### src/rtl/caliptra_cdc_hs_tx.sv
// caliptra_cdc_hs_tx: source side of a 4-phase req/ack bundled-data CDC link,
// with a two-flop ack synchronizer and a sticky ack-wait timeout flag.
module caliptra_cdc_hs_tx #(
   parameter int WIDTH   = 32,
   parameter int TIMEOUT = 1023
) (
   input  logic             clk,
   input  logic             rst_b,
   input  logic             tx_valid,
   input  logic [WIDTH-1:0] tx_data,
   output logic             tx_ready,
   output logic             req_o,
   output logic [WIDTH-1:0] xfer_data_o,
   input  logic             ack_i,
   output logic             done_o,
   output logic             timeout_err_o,
   input  logic             err_clr
);
   localparam int CW = TIMEOUT > 0 ? $clog2(TIMEOUT + 1) : 1;
   localparam logic [CW-1:0] CMAX = CW'(TIMEOUT);
   typedef enum logic [1:0] {IDLE, REQ_HI, REQ_LO} state_t;
   state_t state, state_nxt;
   logic ack_q, ack_s, accept, busy, to_hit;
   logic [CW-1:0] cnt;
   assign tx_ready = state == IDLE;
   assign accept = tx_valid && tx_ready;
   assign busy = state != IDLE;
   // Level set: the flag is re-asserted every cycle the wait stays saturated.
   assign to_hit = TIMEOUT != 0 && busy && cnt == CMAX;
   always_ff @(posedge clk or negedge rst_b)
      if (!rst_b) {ack_s, ack_q} <= '0;
      else {ack_s, ack_q} <= {ack_q, ack_i};
   always_comb begin
      state_nxt = state;
      state_nxt = state == IDLE   ? (accept ? REQ_HI : IDLE) :
                  state == REQ_HI ? (ack_s ? REQ_LO : REQ_HI) :
                  state == REQ_LO ? (ack_s ? REQ_LO : IDLE) : IDLE;
   end
   always_ff @(posedge clk or negedge rst_b)
      if (!rst_b) begin
         state         <= IDLE;
         req_o         <= 1'b0;
         xfer_data_o   <= '0;
         done_o        <= 1'b0;
         timeout_err_o <= 1'b0;
         cnt           <= '0;
      end else begin
         state         <= state_nxt;
         req_o         <= state_nxt == REQ_HI;
         xfer_data_o   <= accept ? tx_data : xfer_data_o;
         done_o        <= state == REQ_LO && !ack_s;
         timeout_err_o <= to_hit ? 1'b1 : err_clr ? 1'b0 : timeout_err_o;
         cnt           <= state_nxt != state ? '0 : busy && cnt != CMAX ? cnt + 1'b1 : cnt;
      end
endmodule
### config.mk
export PLATFORM = sky130hd
export DESIGN_NAME = caliptra_cdc_hs_tx
export DESIGN_NICKNAME = d
export VERILOG_FILES = /design/src/rtl/caliptra_cdc_hs_tx.sv
export SDC_FILE = /design/constraint.sdc
export NUM_CORES = 1
export LEC_CHECK = 0
export ABC_CLOCK_PERIOD_IN_PS = 2490
export CAP_MARGIN = 20
export CELL_PAD_IN_SITES_DETAIL_PLACEMENT = 1
export CELL_PAD_IN_SITES_GLOBAL_PLACEMENT = 2
export CORE_MARGIN = 5
export CORE_UTILIZATION = 28
export DETAILED_ROUTE_END_ITERATION = 8
export GPL_ROUTABILITY_DRIVEN = 0
export PLACE_DENSITY_LB_ADDON = 0.1
export SLEW_MARGIN = 20
export SYNTH_ARGS = -nofsm -noshare
export SYNTH_HDL_FRONTEND = slang
export SYNTH_SLANG_ARGS = --single-unit
### constraint.sdc
create_clock -name clk -period 2.49 [get_ports clk]
set_clock_uncertainty 0.15 [all_clocks]
set_input_delay 0.6225 -clock clk [delete_from_list [all_inputs] [get_ports clk]]
set_output_delay 0.6225 -clock clk [all_outputs]
set_load 0.1 [all_outputs]
======== Word level (Yosys, flattened, before mapping) ========
Index checks and enable logic that the tools add are counted.
Widths: inputs -> output; s select.
word-level totals
  bits in registers ....................... 49
  input bits .............................. 37
  logic and storage cells ................. 34
cells by class
  add/sub/neg operators ................... 1
  eq/ne operators ......................... 6
  multiplexer cells ....................... 10
  reduce and logical (&&, ||, !) cells .... 9
operators by type and width
  operator               number
  $mux 10                2
  $add 10x1->10 const B  1
  $eq 10x10->1 const B   1
  $mux 2                 5
  $ne 10x10->1 const B   1
  $reduce_bool 2->1      3
  $eq 2x1->1 const B     2
  $logic_and 1x1->1      4
  $mux 1                 3
  $eq 2x2->1 const B     1
  $logic_not 2->1        1
  $ne 2x2->1             1
  $logic_not 1->1        1

======== Longest topological paths before layout ========
  depth in word-level cells ............... 6
  gate-level depth with buffers ........... 6
  depth with buffers taken out ............ 5

======== Worst setup path after synthesis ========
Ideal clock, no wire load.
  kind .................................... input to register
  from .................................... input tx_valid
  to ...................................... register xfer_data_o[0]
  arrival time ............................ 1.563 ns
  data required time ...................... 2.215 ns
  slack ................................... 0.652 ns
  stages .................................. 4
  buffers on the path ..................... 1
  cells stage by stage .................... nand2b_1 -> nor2_1 -> buf_2 -> mux2_2
on the way
  longest elaborated chain between the ends .. 1
RTL lines
  what                    RTL line  text
  start: declaration      9         input logic tx_valid,
  $logic_and 1x1->1       26        assign accept = tx_valid && tx_ready;
  end signal: assignment  50        xfer_data_o <= accept ? tx_data : xfer_data_o;
  end: declaration        13        output logic [WIDTH-1:0] xfer_data_o,
No other way between the ends.
A chain may end at the register's enable or synchronous reset.

======== Worst setup path after layout ========
  from .................................... register state[1]
  to ...................................... output tx_ready
on the way
  longest elaborated chain between the ends .. 1
RTL lines
  what                      RTL line  text
  start: declaration        22        state_t state, state_nxt;
  start signal: assignment  48        state <= state_nxt;
  $logic_not 2->1           25        assign tx_ready = state == IDLE;
  end: declaration          11        output logic tx_ready,
No other way between the ends.

==> impl_metrics.py <==
metrics = {
    "status": {
        "status": "finished, final reports clean",
    },
    "floorplanning": {
        "coreArea_sq_um": 7180,
        "ios": 73,
        "start_util_pct": 28.5,
        "num_rows": 31,
        "die-area_sq_um": 9120,
        "die_y_microns": 95.5,
        "dieWidth_microns": 95.5,
    },
    "clock_network": {
        "clk_pin_slew_ps": 90,
        "cts_setup_buffers": 0,
        "ctsHoldBuffers": 0,
        "clk_path_buf_depth": 2,
        "cts_resized": 0,
        "cts.sinks": 49,
        "cts_made_buffers": 5,
        "cts_tree": "done",
        "cts_max_level": 2,
        "cts_root_buffer": "clkbuf_8",
        "clkLatencyLatePin_ps": 300,
    },
    "global_routing": {
        "grt-ovfl-total": 0,
        "track_usage_pct": 12.4,
        "grt_first_pass_wirelength_mm": 8.64,
        "antenna_found_initial": 0,
        "grt_max_degree": 28,
        "grt_pass1_vias": 1757,
    },
    "placement": {
        "post-place-ws_ps": 213,
        "port-buffer-count": 72,
        "hpwl_mm": 4.04,
    },
    "synthesis": {
        "synth.ff_latch_count": 49,
        "synth_ff_type": "dfrtp_1",
        "syn_inst": 152,
        "ys_warn_count": 0,
        "avgSynthCellArea_sq_um": 13.5,
        "seq_area_frac_synth_pct": 59.9,
        "syn_nets": 190,
        "synth_area_leader_cell": "dfrtp_1",
        "synthDistinctLibCells": 38,
        "synth_edf_count": 0,
        "synth_top_area_share_pct": 59.9,
        "syn-cell-area_sq_um": 2050,
        "synthArstFlopShare_pct": 100,
        "yosys-top-cells-area": "dfrtp_1 (60%), mux2_2 (19%), o21ai_0 (1.7%)",
    },
    "timing": {
        "rsz0062_at_grt": "no",
        "slew_headroom_pct": 56.7,
        "maxSlewViolCount": 0,
        "hold_violations": 0,
        "fmax_ghz": 0.460,
        "tns_ps": 0,
        "min_period_over_period_pct": 87.4,
        "setup_viol": 0,
        "period_needed_ps": 2180,
        "worst_pin_slew_ps": 645,
        "setup_slack_ps": 315,
    },
    "routing": {
        "drc_errors": 0,
        "vias_per_cell": 4.57,
        "drt_iter0_markers": 48,
        "vias": 1502,
        "post_drt_wl_per_cell_microns": 15.4,
        "dr.pass1.iters": 4,
        "antenna_left": 0,
        "postRouteWirelength_mm": 5.06,
    },
    "hold_path": {
        "min_path_type": "in -> async",
    },
    "setup_path": {
        "critPathCaptureType": "output port",
        "critPathKind": "reg -> out",
        "cp.arrival_ps": 1400,
        "cp.required_ps": 1720,
        "worstPathMaxFanout": 9,
        "startpoint_type": "flop",
    },
    "flow_run": {
        "drv_cap": 0,
    },
    "final_layout": {
        "nets": 267,
        "areaGrowthSynthToFinish_pct": 43.2,
        "nFillCells": 776,
        "diodes": 0,
        "drive_gt1_share_pct": 37.8,
    },
}
critical path, stage by stage (launching register included):
cell and delay, ps:
dfrtp_1 490, or2_4 320, inv_4 110, buf_12 180
cells in the final DEF (no fill, tap or decap), types with 2 or more instances in the layout:
cell | Yosys | layout
xor2_1 | 3 | 3
clkbuf_8 | 0 | 5
o31ai_1 | 2 | 2
or3_1 | 2 | 2
a21oi_1 | 6 | 6
nor2_1 | 5 | 4
o21ai_0 | 7 | 7
or4_1 | 2 | 2
clkdlybuf4s50_1 | 0 | 35
buf_4 | 1 | 35
inv_1 | 2 | 2
nor3b_1 | 2 | 2
nand4_1 | 3 | 3
and4_1 | 2 | 2
clkinv_2 | 0 | 2
buf_12 | 0 | 4
mux2_2 | 34 | 34
dfrtp_1 | 49 | 49
nand3_1 | 3 | 3
nand2_1 | 5 | 5
sequential cells by signal (all words and copies together), names as in the netlist:
register,count
state,2
req_o,1
xfer_data_o,32
ack_s,1
cnt,10
done_o,1
ack_q,1
timeout_err_o,1
layout make-up:
| cell class | count | area [sq um] | area share (%) |
|---|---|---|---|
| Sequential cell | 49 | 1230 | 41.8 |
| Multi-Input combinational cell | 95 | 782 | 26.7 |
| Timing Repair Buffer | 75 | 698 | 23.8 |
| Tap cell | 99 | 124 | 4.23 |
| Clock buffer | 5 | 68.8 | 2.35 |
| Clock inverter | 3 | 17.5 | 0.598 |
| Inverter | 3 | 13.8 | 0.470 |
synthesized netlist by cell type, types with 3 or more instances:
master / count
nand4_1: 3
xor2_1: 3
nand3_1: 3
buf_2: 3
o21ai_0: 7
nor2_1: 5
a21oi_1: 6
dfrtp_1: 49
mux2_2: 34
nand2_1: 5
logic make-up after synthesis:
kind of cell | share of synthesized area [%]
adder cells (fa/ha/maj) | 0.612
AND/OR/NAND/NOR | 9.79
flip-flops | 59.9
XOR/XNOR | 1.28
buffers and inverters | 1.96
AO/OA/AOI/OAI | 7.22
multiplexers | 19.2
final timing paths:
kind / from / endpoint / slack [ps] / cells past startpoint
max in group asynchronous: rst_b / xfer_data_o[28]$_DFFE_PN0P_ / 1500 / 2
min: rst_b / done_o$_DFF_PN0_ / 150 / 1
max: state[1]$_DFF_PN0_ / tx_ready / 310 / 3
max reg2reg: cnt[0]$_DFFE_PN0P_ / cnt[7]$_DFFE_PN0P_ / 530 / 5
min in group clk: ack_q$_DFF_PN0_ / ack_s$_DFF_PN0_ / 210 / 0
min reg2reg: ack_q$_DFF_PN0_ / ack_s$_DFF_PN0_ / 210 / 0
layer usage:
layer | track usage [%] | vias up | wire, microns
li1 | - | 703 | -
met1 | 14.0 | 757 | 1990
met2 | 22.6 | 34 | 2760
met3 | 3.39 | 8 | 251
met4 | 3.67 | 0 | 50
met5 | 0 | - | 0
through the flow:
step | cells | area [sq um] | hold slack [ps] | util [%]
floorplan | 152 | 2050 | 177 | -
global placement | 321 | 2840 | 186 | 39.6
finish | 329 | 2930 | 152 | 40.8
CTS | 329 | 2930 | 161 | 40.8
global route | 329 | 2930 | 179 | 40.8
detailed placement | 321 | 2840 | 196 | 39.6
Power is not shown: default switching activity piles up to over one toggle a cycle in this logic, so the estimate is an artifact.
==> RTL edit: new RTL, same flow settings <==
`WIDTH`: 32 -> 16.
--- a/src/rtl/caliptra_cdc_hs_tx.sv
+++ b/src/rtl/caliptra_cdc_hs_tx.sv
@@ -2,5 +2,5 @@
 // with a two-flop ack synchronizer and a sticky ack-wait timeout flag.
 module caliptra_cdc_hs_tx #(
-   parameter int WIDTH   = 32,
+   parameter int WIDTH   = 16,
    parameter int TIMEOUT = 1023
 ) (
Interface: changed (resized tx_data and xfer_data_o); port bits go from 73 to 41. The function was not compared with the original's and may differ.
==> RTL edit against the original RTL <==
Area after synthesis fell by 29%. Worst setup slack better by 0.031 ns. Die area down 26%. Sequential share of layout area is 0.20 points lower. Critical path depth stayed put. Wire length down 35%. Core utilization shrank 1.8 points. Via count down 27%. Sequential cell count shrank 16. Cell area shrank 32%.
Power is left out: the tool's default activity adds up to more than one toggle a clock period on the data nets, which glitch-free logic cannot reach.
==> RTL edit: results (changes against the original RTL) <==
** Outcome
- Outcome: finished clean (unchanged).

** Clocking
- Clock latency reported for the late side of the worst-skew pair :: 0.28 ns (was 0.30 ns)
- The register clock-pin slew on the reported worst setup and hold paths came to 0.07 ns (was 0.09 ns).

** Routing
- The routed length on met2 came to 1.61 mm (was 2.76 mm).
- Per-cell routed wire length :: 14.2 um (was 15.4 um)
- M1 WL :: 1.43 mm (was 1.99 mm)
- Highest metal used :: met4 (unchanged)
- The total via count in the routed design came to 1089 (was 1502).
- Drt first-iter violations :: 19 (was 48)
- Routed wl met3 :: 225 um (was 251 um)

** Min path
- Hold Path Origin :: ack_q$_DFF_PN0_
- The worst hold-check path type is reg -> reg (was in -> async).

** Placed design
- The pre-CTS worst setup slack was 0.303 ns (was 0.213 ns).
- The placed wire-length estimate came to 2.39 mm (was 4.04 mm).
- Placed instance count :: 224 (was 321)
- The post-detailed-placement cell area was 1900 sq um (was 2840 sq um).

** Global route
- The maximum number of pins on one net before global-route repair was 34 (was 28).
- The global-route usage over all layers is 0.111 (was 0.124).
- M1 GR Usage :: 0.132 (was 0.140)
- The number of global-route vias before repair came to 1158 (was 1757).
- Met3 Usage GRT :: 0.0456 (was 0.0339)
- GR met2 Demand/Resource :: 0.175 (was 0.226)
- Wire length of the first global-routing pass :: 5.55 mm (was 8.64 mm)

** Yosys
- Synthesized area per cell :: 12.6 sq um (was 13.5 sq um)
- Top post-synthesis cells by count :: 33 x dfrtp_1, 17 x mux2_2, 8 x nor2_1 (was 49 x dfrtp_1, 34 x mux2_2, 7 x o21ai_0)
- The number of flip-flops and latches in the synthesized netlist was 33 (was 49).
- The sequential element share of the synthesized area is 0.565 (was 0.599).

** Finish
- Largest registers :: xfer_data_o x16, cnt x10, state x2 (was xfer_data_o x32, cnt x10, state x2)
- The count of fill cells added during filler insertion is 568 (was 776).
- The post-layout instance count excluding filler cells came to 232 (was 329).
- The post-layout net count came to 183 (was 267).

** Critical path
- Worst reg2reg endpoint :: cnt[4]$_DFFE_PN0P_ (was cnt[7]$_DFFE_PN0P_)
- Critical path peak fanout :: 8 (was 9)
- Critical Path AT :: 1.37 ns (was 1.40 ns)

** STA
- Hold Worst Slack :: 0.200 ns (was 0.152 ns)
- Transition time of the tightest slew-check pin :: 0.705 ns (was 0.645 ns)
- The final cycle utilization of the critical path came to 0.861 (was 0.874).
## RTL edit: changes by cell type after synthesis, moves of 2 or more
cell,unedited run,this run
buf_2,3,1
o31ai_1,2,4
xor2_1,3,1
nand2_1,5,3
nor2_1,5,8
inv_1,2,4
mux2_2,34,17
o21ai_0,7,2
dfrtp_1,49,33
buf_6,0,3
or4_1,2,4
and3_1,0,2
## RTL edit: logic make-up after synthesis
logic type,after synthesis,share of synthesized area
buffers and inverters,10,0.0462
adders and majority gates,1,0.00856
and+or+nand+nor,34,0.147
xor gates and xnor gates,1,0.00599
muxes,19,0.145
AOI/OAI and AO/OA,18,0.0822
DFF,33,0.565
## RTL edit: final cells by class
type	count	area (sq um)	area share
multi-input combinational	73	568	0.286
clock buffer	6	72.6	0.0366
timing repair buffer	43	398	0.201
inverter	5	21.3	0.0107
tap	70	87.6	0.0442
clock inverter	2	10.0	0.00505
sequential	33	826	0.416
